==> src/rtl/midi_rx_decoder.sv <==
`timescale 1ns/1ps
// MIDI receive path: 8N1 UART deserialiser followed by a running-status parser
// that reports note-on, note-off and control-change events.
module midi_rx_decoder #(
  parameter int CLKS_PER_BIT = 320,
  parameter int CNT_W        = 9
) (
  input  logic       SYSCLK,
  input  logic       SYSRESET,
  input  logic       MIDI_RX,
  output logic       EVT_VALID,
  output logic [1:0] EVT_TYPE,
  output logic [3:0] EVT_CHAN,
  output logic [6:0] EVT_DATA1,
  output logic [6:0] EVT_DATA2,
  output logic       BYTE_VALID,
  output logic [7:0] RX_BYTE,
  output logic       FRAME_ERR
);

  localparam logic [CNT_W-1:0] BIT_END  = CNT_W'(CLKS_PER_BIT - 1);
  localparam logic [CNT_W-1:0] HALF_END = CNT_W'(CLKS_PER_BIT / 2 - 1);
  localparam logic [CNT_W-1:0] CNT_ONE  = CNT_W'(1);

  typedef enum logic [2:0] {IDLE, START, DATA, STOP, BREAK} uart_state_t;
  typedef enum logic [1:0] {P_NONE, P_DATA1, P_DATA2} parse_state_t;

  logic rx_meta, rx_s;

  uart_state_t      ustate, ustate_nx;
  logic [CNT_W-1:0] cnt, cnt_nx;
  logic [2:0]       bit_idx, bit_idx_nx;
  logic [7:0]       shreg, shreg_nx;
  logic             byte_done, frame_bad;

  parse_state_t pstate, pstate_nx;
  logic [7:0]   status, status_nx;
  logic [6:0]   data1, data1_nx;
  logic         emit;
  logic [1:0]   emit_type;

  // Synchroniser idles high so reset never looks like a start bit
  always_ff @(posedge SYSCLK) begin
    if (SYSRESET) begin
      rx_meta <= 1'b1;
      rx_s    <= 1'b1;
    end else begin
      rx_meta <= MIDI_RX;
      rx_s    <= rx_meta;
    end
  end

  always_ff @(posedge SYSCLK) begin
    if (SYSRESET) begin
      ustate     <= IDLE;
      cnt        <= '0;
      bit_idx    <= '0;
      shreg      <= '0;
      BYTE_VALID <= 1'b0;
      FRAME_ERR  <= 1'b0;
      RX_BYTE    <= '0;
    end else begin
      ustate     <= ustate_nx;
      cnt        <= cnt_nx;
      bit_idx    <= bit_idx_nx;
      shreg      <= shreg_nx;
      BYTE_VALID <= byte_done;
      FRAME_ERR  <= frame_bad;
      if (byte_done) RX_BYTE <= shreg;
    end
  end

  // Start bit is re-checked at its midpoint; every later sample lands mid-bit
  always_comb begin
    ustate_nx  = ustate;
    cnt_nx     = cnt + CNT_ONE;
    bit_idx_nx = bit_idx;
    shreg_nx   = shreg;
    byte_done  = 1'b0;
    frame_bad  = 1'b0;
    case (ustate)
      IDLE: begin
        cnt_nx     = '0;
        bit_idx_nx = '0;
        if (!rx_s) ustate_nx = START;
      end
      START: begin
        if (cnt == HALF_END) begin
          cnt_nx    = '0;
          ustate_nx = rx_s ? IDLE : DATA;
        end
      end
      DATA: begin
        if (cnt == BIT_END) begin
          cnt_nx     = '0;
          shreg_nx   = {rx_s, shreg[7:1]};
          bit_idx_nx = bit_idx + 3'd1;
          if (bit_idx == 3'd7) ustate_nx = STOP;
        end
      end
      STOP: begin
        if (cnt == BIT_END) begin
          cnt_nx = '0;
          if (rx_s) begin
            byte_done = 1'b1;
            ustate_nx = IDLE;
          end else begin
            frame_bad = 1'b1;
            ustate_nx = BREAK;
          end
        end
      end
      BREAK: begin
        cnt_nx = '0;
        if (rx_s) ustate_nx = IDLE;
      end
      default: ustate_nx = IDLE;
    endcase
  end

  always_ff @(posedge SYSCLK) begin
    if (SYSRESET) begin
      pstate    <= P_NONE;
      status    <= '0;
      data1     <= '0;
      EVT_VALID <= 1'b0;
      EVT_TYPE  <= '0;
      EVT_CHAN  <= '0;
      EVT_DATA1 <= '0;
      EVT_DATA2 <= '0;
    end else begin
      pstate    <= pstate_nx;
      status    <= status_nx;
      data1     <= data1_nx;
      EVT_VALID <= emit;
      if (emit) begin
        EVT_TYPE  <= emit_type;
        EVT_CHAN  <= status[3:0];
        EVT_DATA1 <= data1;
        EVT_DATA2 <= RX_BYTE[6:0];
      end
    end
  end

  // Realtime bytes (F8-FF) pass through without disturbing the message in progress
  always_comb begin
    pstate_nx = pstate;
    status_nx = status;
    data1_nx  = data1;
    emit      = 1'b0;
    emit_type = 2'd0;
    if (FRAME_ERR) begin
      pstate_nx = P_NONE;
      status_nx = '0;
    end else if (BYTE_VALID) begin
      if (RX_BYTE[7]) begin
        if (RX_BYTE[7:3] != 5'b11111) begin
          if (RX_BYTE[7:4] == 4'hF) begin
            pstate_nx = P_NONE;
            status_nx = '0;
          end else begin
            pstate_nx = P_DATA1;
            status_nx = RX_BYTE;
          end
        end
      end else begin
        case (pstate)
          P_DATA1: begin
            data1_nx  = RX_BYTE[6:0];
            pstate_nx = (status[7:4] == 4'hC || status[7:4] == 4'hD) ? P_DATA1 : P_DATA2;
          end
          P_DATA2: begin
            pstate_nx = P_DATA1;
            case (status[7:4])
              4'h8: emit = 1'b1;
              4'h9: begin
                emit      = 1'b1;
                emit_type = (RX_BYTE[6:0] == 7'd0) ? 2'd0 : 2'd1;
              end
              4'hB: begin
                emit      = 1'b1;
                emit_type = 2'd2;
              end
              default: emit = 1'b0;
            endcase
          end
          default: pstate_nx = pstate;
        endcase
      end
    end
  end

endmodule

==> config.mk <==
export PLATFORM = sky130hd
export DESIGN_NAME = midi_rx_decoder
export DESIGN_NICKNAME = d
export VERILOG_FILES = /design/src/rtl/midi_rx_decoder.sv
export SDC_FILE = /design/constraint.sdc
export NUM_CORES = 1
export LEC_CHECK = 0
export ABC_AREA = 1
export CAP_MARGIN = 25
export CORE_MARGIN = 2
export CORE_UTILIZATION = 45
export DETAILED_ROUTE_END_ITERATION = 8
export GPL_ROUTABILITY_DRIVEN = 0
export GPL_TIMING_DRIVEN = 0
export PLACE_DENSITY = 0.66
export SLEW_MARGIN = 10
export SYNTH_ARGS = -nofsm -noshare
export SYNTH_HDL_FRONTEND = slang
export SYNTH_SLANG_ARGS = --single-unit
==> constraint.sdc <==
create_clock -name SYSCLK -period 2 [get_ports SYSCLK]
set_input_delay 0.5 -clock SYSCLK [delete_from_list [all_inputs] [get_ports SYSCLK]]
set_output_delay 0.5 -clock SYSCLK [all_outputs]
set_load 0.01 [all_outputs]
Word level (Yosys, flattened, before mapping)
Index checks and enable logic that the tools add are counted.
{"block": "totals", "mem_bits_rw": 0, "inputBits": 3, "elab_cells": 97, "mem_count": 0, "register_bits": 73, "latchBits": 0, "romBits": 0}
{"block": "op_classes", "muxes": 35, "shifts": 0, "magnitude_cmp": 0, "bitwise_logic": 4, "reduce_logical": 16, "n_div": 0, "n_eq_ne": 23, "multipliers": 0, "n_addsub": 2}
{"op": "case mux 9 bit (3 select lines)", "count": 1}
{"op": "equality test 4 bit (second input constant)", "count": 6}
{"op": "2-to-1 mux 3 bit", "count": 8}
{"op": "2-to-1 mux 9 bit", "count": 2}
{"op": "2-to-1 mux 2 bit", "count": 8}
{"op": "case mux 3 bit (5 select lines)", "count": 1}
{"op": "!= test 2 bit (second input constant)", "count": 6}
{"op": "2-to-1 mux 1 bit", "count": 11}
{"op": "adder 9 x 1 -> 9 bit (second input constant)", "count": 1}
{"op": "equality test 9 x 8 -> 1 bit (second input constant)", "count": 1}
{"op": "equality test 9 bit (second input constant)", "count": 1}
{"op": "2-to-1 mux 8 bit", "count": 1}
{"op": "case mux 2 bit (2 select lines)", "count": 2}
{"op": "zero test 7 bit", "count": 1}
{"op": "equality test 3 x 2 -> 1 bit (second input constant)", "count": 2}
{"op": "equality test 3 bit (second input constant)", "count": 2}
{"op": "case mux 3 bit (2 select lines)", "count": 1}
{"op": "AND reduction 3 bit", "count": 2}
{"op": "AND reduction 6 bit", "count": 1}
{"op": "OR reduction 2 bit", "count": 3}
{"op": "OR reduction 3 bit", "count": 2}
{"op": "!= test 5 bit (second input constant)", "count": 1}
{"op": "NOT 1 bit", "count": 4}
{"op": "AND reduction 2 bit", "count": 2}
{"op": "10 further kinds", "count": 10}

Longest topological paths before layout
Gate-level depths: netlist of the first run.
{"block": "logic_depth", "word_depth": 7, "ltp_mapped": 9, "mapped_depth_nobuf": 9}

Worst setup path after synthesis of the first run
Ideal clock, no wire load.
{"block": "synth_path", "kind": "register to register", "from": "register cnt[0]", "to": "register cnt[5]", "required_ns": 1.881, "setup_ns": 0.119, "period_less_slack_ns": 1.409, "t_arrival_ns": 1.290, "stages_incl_launch_ff": 9, "path_slack_ns": 0.591, "path_cell_list": "dfxtp_1 -> ha_1 -> nand3_4 -> nor2_8 -> nand2_8 -> nand2_1 -> nand3_2 -> nand2_2 -> nor3_1"}
{"block": "synth_via", "elab_chain_len": 3, "word_cells_on_any_way": 6, "cone_classes": "1 x add/sub; 2 x eq/ne; 3 x mux"}
{"item": "start, declared", "line": "31", "source": "logic [CNT_W-1:0] cnt, cnt_nx;"}
{"item": "start signal, assigned", "line": "64", "source": "cnt <= cnt_nx;"}
{"item": "adder 9 x 1 -> 9 bit, or another cell as far along", "line": "76", "source": "cnt_nx = cnt + CNT_ONE;"}
{"item": "2-to-1 mux 9 bit, on equally long branches", "line": "94, 102, 88"}
{"item": "case mux 9 bit (3 select lines) *", "line": "81", "source": "case (ustate)"}
Mark *: on every way between the ends. The rest lies on a longest branch, timed or not.
A chain may end at the register's enable or synchronous reset.

Worst setup path in the final report of the first run
{"block": "layout_path", "from": "register RX_BYTE[2]", "to": "output RX_BYTE[2]"}
{"item": "start, declared", "line": "17", "source": "output logic [7:0] RX_BYTE,"}
{"item": "start signal, assigned", "line": "69", "source": "if (byte_done) RX_BYTE <= shreg;"}
No word-level cell between the ends.

==> results.md, run 1 <==
- Setup violators final: 0
- Post-synth top cells: 73 x dfxtp_1, 56 x nor2_1, 48 x nand2_1, 37 x o21ai_0
- Endpoint class of the critical path: output pin
- FILL cells: 570
- Total track usage: 19.4%
- Vias per inst: 4.97
- Leakage power: 0.00149 uW
- Clock slew at reported path FFs: 80 ps
- GR Overflow Total: 0
- Worst-Skew Late Latency: 350 ps
- Crit-path slowest cell: clkdlybuf4s50_1
- Synth Register Bits: 73
- Mapped Cells: 360
- Worst min path class: reg -> reg
- Yosys Warn Count: 0
- Total CTS buffers: 9
- CP delay by family, top: buffers and inverters
- Main synth FF type: dfxtp_1
- Post-CTS Hold Fix Bufs: 0
- Worst EP arrival: 1430 ps
- Distinct cells, synth: 37
- Antenna viol nets, final: 0
- Largest net degree at the start of global routing: 15
- Cell Pwr Density: 845 nW/um^2
- DRT Pass-1 Iters: 4
- Crit path kind: reg -> out
- Post-DP HPWL: 4420 um
- Relative slew slack: 70.5%
- RSZ-0062 raised after global routing: no
- Multi-input logic area: 1280 um^2
- Skew final: 14.2 ps
- Port bufs: 32
- Row count: 29
- Final worst-path cycle share: 96.3%
- Mapped cell area: 2950 um^2
- EDFF count, synth: 0
- Number of global-route vias before repair: 2343
- Status: completed
- DP Cell Count: 469
- CTS sink cnt: 73
- Top cells by area, synth: dfxtp_1 50%, nor2_1 7.1%, o21ai_0 6.3%
- Routed wire per std cell: 13.0 um
- Clk root buf: clkbuf_8
- Final Max Tran Viols: 0
- Net count, final: 409
- Yosys top cell by area: dfxtp_1
- Via count: 2411
- Post-synth net total: 366
- Worst-path fanout max: 6
- Period minus WS final: 1930 ps
- Initial DRC Count: 120
- Worst slew pin tran: 442 ps
- MaxCap Viol Count: 0
- Most common cell in the netlist: dfxtp_1
- Crit path launch type: flop
- Data required, critical path: 1500 ps
- Antenna cells: 0
- Die area: 7210 um^2
- Final WL: 6320 um
- DRC: 0
- H-tree Lvls: 3
- Fmax achieved: 519 MHz
- Fin cells: 485
- Number of antenna violations at the first check in global routing: 0
- Area Overhead vs Synth: 21.9%
- Starting Density: 46.4%
- CTS tree: yes
- CP Cell Sequence: clkdlybuf4s50_1
- Sequential area share after synthesis: 49.6%
- Synth async-reset ratio: 0%
- Peak supply drop: 0.462 mV
- Syn avg cell area: 8.18 um^2
- First-pass GRT wire length: 11000 um
- Area of the core: 6350 um^2
- Slowest stage delay, CP: 600 ps
- Reg area: 1460 um^2
- Synth top area share: 49.6%
- Die W: 84.9 um
- IO Count: 34
- Final Hold Viols: 0
- WP buf/inv: 1
- Setup TNS: 0 ps
- Clock buffer depth: 2
- Die Height: 84.9 um
- Share of cells above drive strength 1: 13.0%
sequential cells by signal, indices dropped and copies added, names as in the netlist, 2 cells and up:
register and cells:
ustate 3, EVT_TYPE 2, EVT_DATA2 7, status 8, shreg 8, cnt 9, bit_idx 3, data1 7
EVT_CHAN 4, EVT_DATA1 7, pstate 2, RX_BYTE 8
per-stage QoR:
stage	setup slack, ps	hold slack (ps)	cell area, um^2	util (%)	total power (uW)
finish	73.3	410	3590	56.6	3030
global route	13.4	429	3590	56.6	3170
CTS	27.2	413	3590	56.5	3060
floorplan	591	389	2950	-	1720
detailed placement	333	396	3360	52.9	1770
global placement	345	392	3360	52.9	1770
metal layers:
layer | track usage, % | vias up | part of all wire, %
met4 | 9.52 | 0 | 1.1
met5 | 0 | - | 0
li1 | - | 1267 | -
met3 | 3.60 | 7 | 3.7
met2 | 29.7 | 37 | 45
met1 | 26.4 | 1100 | 50
layout by cell type (no fill, tap or decap), drive strengths merged:
cell type,Yosys,final
xnor2,1,1
nand4,3,3
nor4,1,1
nor3,7,7
clkbuf,4,13
o21bai,1,1
inv,35,37
o211ai,1,1
clkdlybuf4s50,0,32
or2,2,2
buf,8,8
a211oi,1,1
bufinv,0,2
o21ai,44,44
nand2,53,53
and3,1,1
clkinvlp,0,1
xor2,3,3
nand3,17,17
a31oi,3,3
clkinv,1,3
ha,3,3
dfxtp,73,73
a21oi,37,37
nor2,61,61
cell families after synthesis:
family / Yosys count / share of synthesized area [%]
flip-flops: 73 / 49.6
adder cells (fa/ha/maj): 3 / 1.27
AND/OR/NAND/NOR: 145 / 24.5
buffers and inverters: 48 / 7.01
AO/OA/AOI/OAI: 87 / 16.4
XOR/XNOR: 4 / 1.19
timing repair:
| action | 4_1_cts | 5_1_grt |
|---|---|---|
| setup endpoints to repair | 1 | 1 |
| cloned | 0 | 0 |
| setup buffers | 0 | 0 |
| endpoints found under the hold margin | 0 | 0 |
| gates resized for setup | 1 | 1 |
| pin swaps | 0 | 0 |
final cells by class:
type	instances	share of cell area, %
buffer	12	1.99
clock buffer	9	3.45
clock inverter	7	2.86
inverter	36	3.76
multi-input combinational	239	35.6
sequential	73	40.8
tap	77	2.68
timing repair buffer	32	8.92
worst paths after layout:
kind	start	to	slack, ps	cells after the start
min reg2reg	rx_meta	rx_s	410	1
max	RX_BYTE[2]	RX_BYTE[2]	70	1
max reg2reg	cnt[0]	cnt[5]	390	8
min	rx_meta	rx_s	410	1
where the power goes:
group / switching, uW / internal, uW
clock: 580 / 715
combinational: 157 / 81.6
sequential: 23.2 / 1480
No activity file was read; power rests on OpenSTA's default activity.
==> run 2, diff against run 1 <==
--- a/config.mk
+++ b/config.mk
@@ -10,7 +10,7 @@
 export CORE_MARGIN = 2
 export CORE_UTILIZATION = 45
 export DETAILED_ROUTE_END_ITERATION = 8
-export GPL_ROUTABILITY_DRIVEN = 0
+export GPL_ROUTABILITY_DRIVEN = 1
 export GPL_TIMING_DRIVEN = 0
 export PLACE_DENSITY = 0.66
 export SLEW_MARGIN = 10
==> run 2 against run 1 <==
Critical path depth did not move. Clock-buffer cell count grew 1. Core utilization grew 0.41 points.
==> results.md, run 2 (same netlist as run 1, synthesis figures left out) <==
- Area of the core: 6350 um^2 (unchanged)
- Final Hold Viols: 0 (unchanged)
- First-pass GRT wire length: 11300 um (+2.7%)
- Antenna cells: 0 (unchanged)
- Starting Density: 46.4% (unchanged)
- Worst slew pin tran: 412 ps (-30.6 ps)
- Int Pwr: 2420 uW (+6.7%)
- Post-DP HPWL: 4510 um (+2.1%)
- Final WL: 6480 um (+2.5%)
- Vias per inst: 5.08 (+2.2%)
- DRT met1 WL: 3190 um (+0.13%)
- Final Max Tran Viols: 0 (unchanged)
- Number of global-route vias before repair: 2419 (+3.2%)
- Cell Pwr Density: 874 nW/um^2 (+3.4%)
- Number of antenna violations at the first check in global routing: 0 (unchanged)
- Sw Pwr: 736 uW (-3.3%)
- Worst min path class: reg -> reg
- Crit-path slowest cell: clkdlybuf4s50_1
- Period minus WS final: 1940 ps (+9.65 ps)
- CTS tree: yes
- Total track usage: 19.8% (+0.38 points)
- CP Launch Point: RX_BYTE[2]
- DRC: 0 (unchanged)
- Setup violators final: 0 (unchanged)
- Most frequent cells in the layout: 71 x dfxtp_1, 56 x nor2_1, 48 x nand2_1
- CTS sink cnt: 73 (unchanged)
- Endpoint class of the critical path: output pin
- RSZ-0062 raised after global routing: no
- DRT Pass-1 Iters: 4 (unchanged)
- Largest net degree at the start of global routing: 14 (-1)
- WP buf/inv: 1 (unchanged)
- R2r endpoint: cnt[5]
- IO Count: 34 (unchanged)
- Sw frac: 23.3% (-1.8 points)
- Row count: 29 (unchanged)
- Setup TNS: 0 ps (unchanged)
- CP delay by family, top: buffers and inverters
- Clk root buf: clkbuf_8
- H-tree Lvls: 3 (unchanged)
- Data required, critical path: 1500 ps (about the same)
- Worst hold path startpoint: rx_meta
- Leakage power: 0.00151 uW (+0.82%)
- MaxCap Viol Count: 0 (unchanged)
- Crit path launch type: flop
- Worst Hold Depth: 1 (unchanged)
- Via count: 2464 (+2.2%)
- Top routing layer in use: met4
- Wire length on met3: 258 um (+10%)
- Slowest stage delay, CP: 600 ps (about the same)
- DP Cell Count: 469 (unchanged)
- Initial DRC Count: 134 (+12%)
- Worst-path fanout max: 6 (unchanged)
- R2R depth: 8 (unchanged)
- Fmax achieved: 516 MHz (-0.50%)
- Setup slack on the worst flop-to-flop path: 380 ps (about the same)
- Met2 WL post-DR: 2910 um (+3.1%)
- Max FFs per register: 9 (unchanged)
- Die W: 84.9 um (unchanged)
- Die area: 7210 um^2 (unchanged)
- Gpl congestion: 0.866
- Reg2reg start: cnt[0]
- Antenna viol nets, final: 0 (unchanged)
- Crit path kind: reg -> out
- Net count, final: 409 (unchanged)
- Top reg by flops: cnt
- GR Overflow Total: 0 (unchanged)
- Share of power burned in registers: 47.4% (-2.0 points)
- Peak supply drop: 0.454 mV (-1.7%)
- Fin util: 57.0% (+0.41 points)
- Status: completed
- Share of cells above drive strength 1: 13.0% (unchanged)
- Port bufs: 32 (unchanged)
- Area Overhead vs Synth: 22.8%
- CP Cell Sequence: clkdlybuf4s50_1
- Worst EP arrival: 1440 ps (about the same)
- Fin cells: 485 (unchanged)
- Routed wire per std cell: 13.4 um (+2.5%)
- Clock slew at reported path FFs: 70 ps (about the same)
- Total CTS buffers: 9 (unchanged)
- Combinational share of power: 7.5% (-0.4 points)
- Clock buffer depth: 2 (unchanged)
- Skew final: 9.70 ps (-4.47 ps)
- Die Height: 84.9 um (unchanged)
- Commonest non-fill, non-tap cell in the layout: dfxtp_1
- Clock Power Share: 45.1% (+2.4 points)
- Worst-Skew Late Latency: 350 ps (about the same)
- Relative slew slack: 72.6% (+2.0 points)
- Post-CTS Hold Fix Bufs: 0 (unchanged)
- Final worst-path cycle share: 96.8% (+0.48 points)
- WHS Endpoint: rx_s
## run 2: how the worst max path moves through the flow
stage	depth (start not counted)	end	slack, ps
6_report	1	RX_BYTE[2]	60
5_1_grt	1	RX_BYTE[2]	10
4_1_cts	1	RX_BYTE[1]	40
3_5_place_dp	5	pstate[1]	310
3_3_place_gp	5	pstate[1]	360
2_1_floorplan	8	cnt[5]	590
## run 2: through the flow
| step | total power, uW | hold slack (ps) | setup WS [ps] | area [um^2] |
|---|---|---|---|---|
| 4_1_cts | 3190 | 418 | 37.7 | 3620 |
| 6_report | 3160 | 414 | 63.7 | 3620 |
| 3_5_place_dp | 1770 | 398 | 306 | 3360 |
| 5_1_grt | 3290 | 459 | 11.5 | 3620 |
| 2_1_floorplan | 1720 | 389 | 591 | 2950 |
| 3_3_place_gp | 1770 | 394 | 357 | 3360 |
## run 2: area by class of cell
type                    instances  area (um^2)
plain buffers                  12         71.3
multi-input cells             239         1280
inverters                      36          135
repair buffers                 32          320
fillers                       594         2730
clock buffers                  10          138
well taps                      77         96.3
flip-flops and latches         73         1460
clock inverters                 6          115
## run 2: layer usage
layer | global-route usage (%) | vias to the layer above
met5 | 0 | -
met4 | 8.37 | 0
met3 | 4.28 | 10
met2 | 31.1 | 43
met1 | 26.4 | 1142
li1 | - | 1269
## run 2: timing repair
action	in CTS	in global routing
buffers inserted	0	0
gates cloned	0	0
gates resized for setup	1	1
setup endpoints to repair	1	1
## run 2: power groups by stage
stage	clock, uW	combinational, uW	sequential, uW
global route	1510	272	1510
detailed placement	0	239	1530
floorplan	0	193	1530
global placement	0	239	1530
finish	1430	236	1500
CTS	1450	240	1500
==> run 3, diff against run 2 <==
--- a/config.mk
+++ b/config.mk
@@ -6,8 +6,9 @@
 export NUM_CORES = 1
 export LEC_CHECK = 0
 export ABC_AREA = 1
-export CAP_MARGIN = 25
-export CORE_MARGIN = 2
+export ABC_CLOCK_PERIOD_IN_PS = 2000
+export CAP_MARGIN = 0
+export CORE_MARGIN = 3
 export CORE_UTILIZATION = 45
 export DETAILED_ROUTE_END_ITERATION = 8
 export GPL_ROUTABILITY_DRIVEN = 1
==> run 3 against run 2 <==
Via count down 2.3%. Clock power is 11% lower. Power decreased by 4.8%. Global-route usage is 1.5 points lower. Sequential share of layout area is 0.40 points higher. Clock-buffer cell count increased by 1. Non-clock buffer count is the same. Combinational power about the same. Final area shrank 0.97%.
==> results.md, run 3 (same netlist as run 1, synthesis figures left out) <==
- Status: completed
- Initial DRC Count: 93 (-31%)
- Port bufs: 32 (unchanged)
- Max FFs per register: 9 (unchanged)
- Routed wire per std cell: 13.1 um (-1.7%)
- Total track usage: 18.2% (-1.5 points)
- DP Cell Count: 467 (-0.43%)
- Area Overhead vs Synth: 21.6%
- Row count: 28 (-3.4%)
- Via count: 2408 (-2.3%)
- Antenna cells: 0 (unchanged)
- Die Height: 86.9 um (+2.4%)
- Setup Buffers After CTS: 0 (unchanged)
- Final Hold Viols: 0 (unchanged)
- Vias per inst: 4.99 (-1.9%)
- CP delay by family, top: buffers and inverters
- Setup TNS: 0 ps (unchanged)
- Total power: 3010 uW (-4.8%)
- Share of cells above drive strength 1: 12.7% (-0.25 points)
- Final Max Tran Viols: 0 (unchanged)
- CTS sink cnt: 73 (unchanged)
- FILL cells: 555 (-6.6%)
- Worst-path fanout max: 6 (unchanged)
- Most frequent cells in the layout: 71 x dfxtp_1, 56 x nor2_1, 48 x nand2_1
- MaxCap Viol Count: 0 (unchanged)
- Data required, critical path: 1500 ps (about the same)
- Gpl congestion: 0.899 (+3.8%)
- Crit path kind: reg -> out
- Largest net degree at the start of global routing: 13 (-1)
- Cell Pwr Density: 840 nW/um^2 (-3.8%)
- Antenna viol nets, final: 0 (unchanged)
- Post-DP HPWL: 4440 um (-1.6%)
- Worst EP arrival: 1440 ps (about the same)
- Peak supply drop: 0.417 mV (-8.2%)
- Fin cells: 483 (-0.41%)
- Starting Density: 48.0% (+1.7 points)
- Skew final: 7.47 ps (-2.24 ps)
- Relative slew slack: 72.8% (+0.24 points)
- DRT Pass-1 Iters: 4 (unchanged)
- Post-CTS Hold Fix Bufs: 0 (unchanged)
- First-pass GRT wire length: 10700 um (-5.6%)
- Final Cell Area: 3580 um^2 (-0.97%)
- Worst slew pin tran: 408 ps (-3.66 ps)
- Slowest stage delay, CP: 600 ps (about the same)
- Fmax achieved: 516 MHz (-0.12%)
- Die W: 86.9 um (+2.4%)
- Total CTS buffers: 9 (unchanged)
- Endpoint class of the critical path: output pin
- DRC: 0 (unchanged)
- Crit-path slowest cell: clkdlybuf4s50_1
- Post_cts resized: 1 (unchanged)
- IO Count: 34 (unchanged)
- Final WL: 6340 um (-2.1%)
- Number of antenna violations at the first check in global routing: 0 (unchanged)
- H-tree Lvls: 3 (unchanged)
- Top reg by flops: cnt
- Net count, final: 409 (unchanged)
- Clk root buf: clkbuf_8
- Area of the core: 6130 um^2 (-3.4%)
- CTS tree: yes
- CP Cell Sequence: clkdlybuf4s50_1
- Clock slew at reported path FFs: 70 ps (about the same)
- Post-Place Cell Area: 3360 um^2 (about the same)
- Number of global-route vias before repair: 2245 (-7.2%)
- Die area: 7550 um^2 (+4.8%)
- Final worst-path cycle share: 96.9% (+0.12 points)
- Worst-Skew Late Latency: 350 ps (about the same)
- Leakage power: 0.00150 uW (-0.62%)
- Commonest non-fill, non-tap cell in the layout: dfxtp_1
- Worst min path class: reg -> reg
- Crit path launch type: flop
- Period minus WS final: 1940 ps (+2.30 ps)
- GR Overflow Total: 0 (unchanged)
- Clock buffer depth: 2 (unchanged)
- WP buf/inv: 1 (unchanged)
- Setup violators final: 0 (unchanged)
- RSZ-0062 raised after global routing: no
[run 3: metrics by stage]
stage          util, %  hold slack (ps)  worst slack, ps
2_1_floorplan        -              389              591
3_3_place_gp      54.8              393              343
3_5_place_dp      54.8              398              330
4_1_cts           58.4              414             28.9
5_1_grt           58.4              434             15.4
6_report          58.4              413             61.4
[run 3: worst paths after layout]
check	end	depth (start not counted)	slack, ps	startpoint
worst max-delay path	RX_BYTE[2]	1	60	RX_BYTE[2]
worst min-delay path	rx_s	1	410	rx_meta
worst max register to register	cnt[5]	8	380	cnt[0]
worst min register to register	rx_s	1	410	rx_meta
[run 3: cell type report]
type | instances | area (um^2) | area share, %
inverter | 36 | 135 | 3.77
tap | 75 | 93.8 | 2.62
timing repair buffer | 32 | 320 | 8.94
buffer | 12 | 71.3 | 1.99
multi-input combinational | 239 | 1280 | 35.7
clock buffer | 11 | 141 | 3.95
clock inverter | 5 | 78.8 | 2.20
sequential | 73 | 1460 | 40.9
[run 3: layer usage]
layer	share of wire, %	global-route usage, %	vias to the layer above
met4	1.5	8.07	0
met2	43	26.9	46
met3	4.9	4.16	8
li1	-	-	1269
met5	0	0	-
met1	50	25.4	1085
[run 3: power breakdown]
group | leakage (uW) | internal (uW) | switching, uW
registers | 0.000590 | 1480 | 22.0
logic | 0.000793 | 81.9 | 154
clock network | 0.000113 | 735 | 540
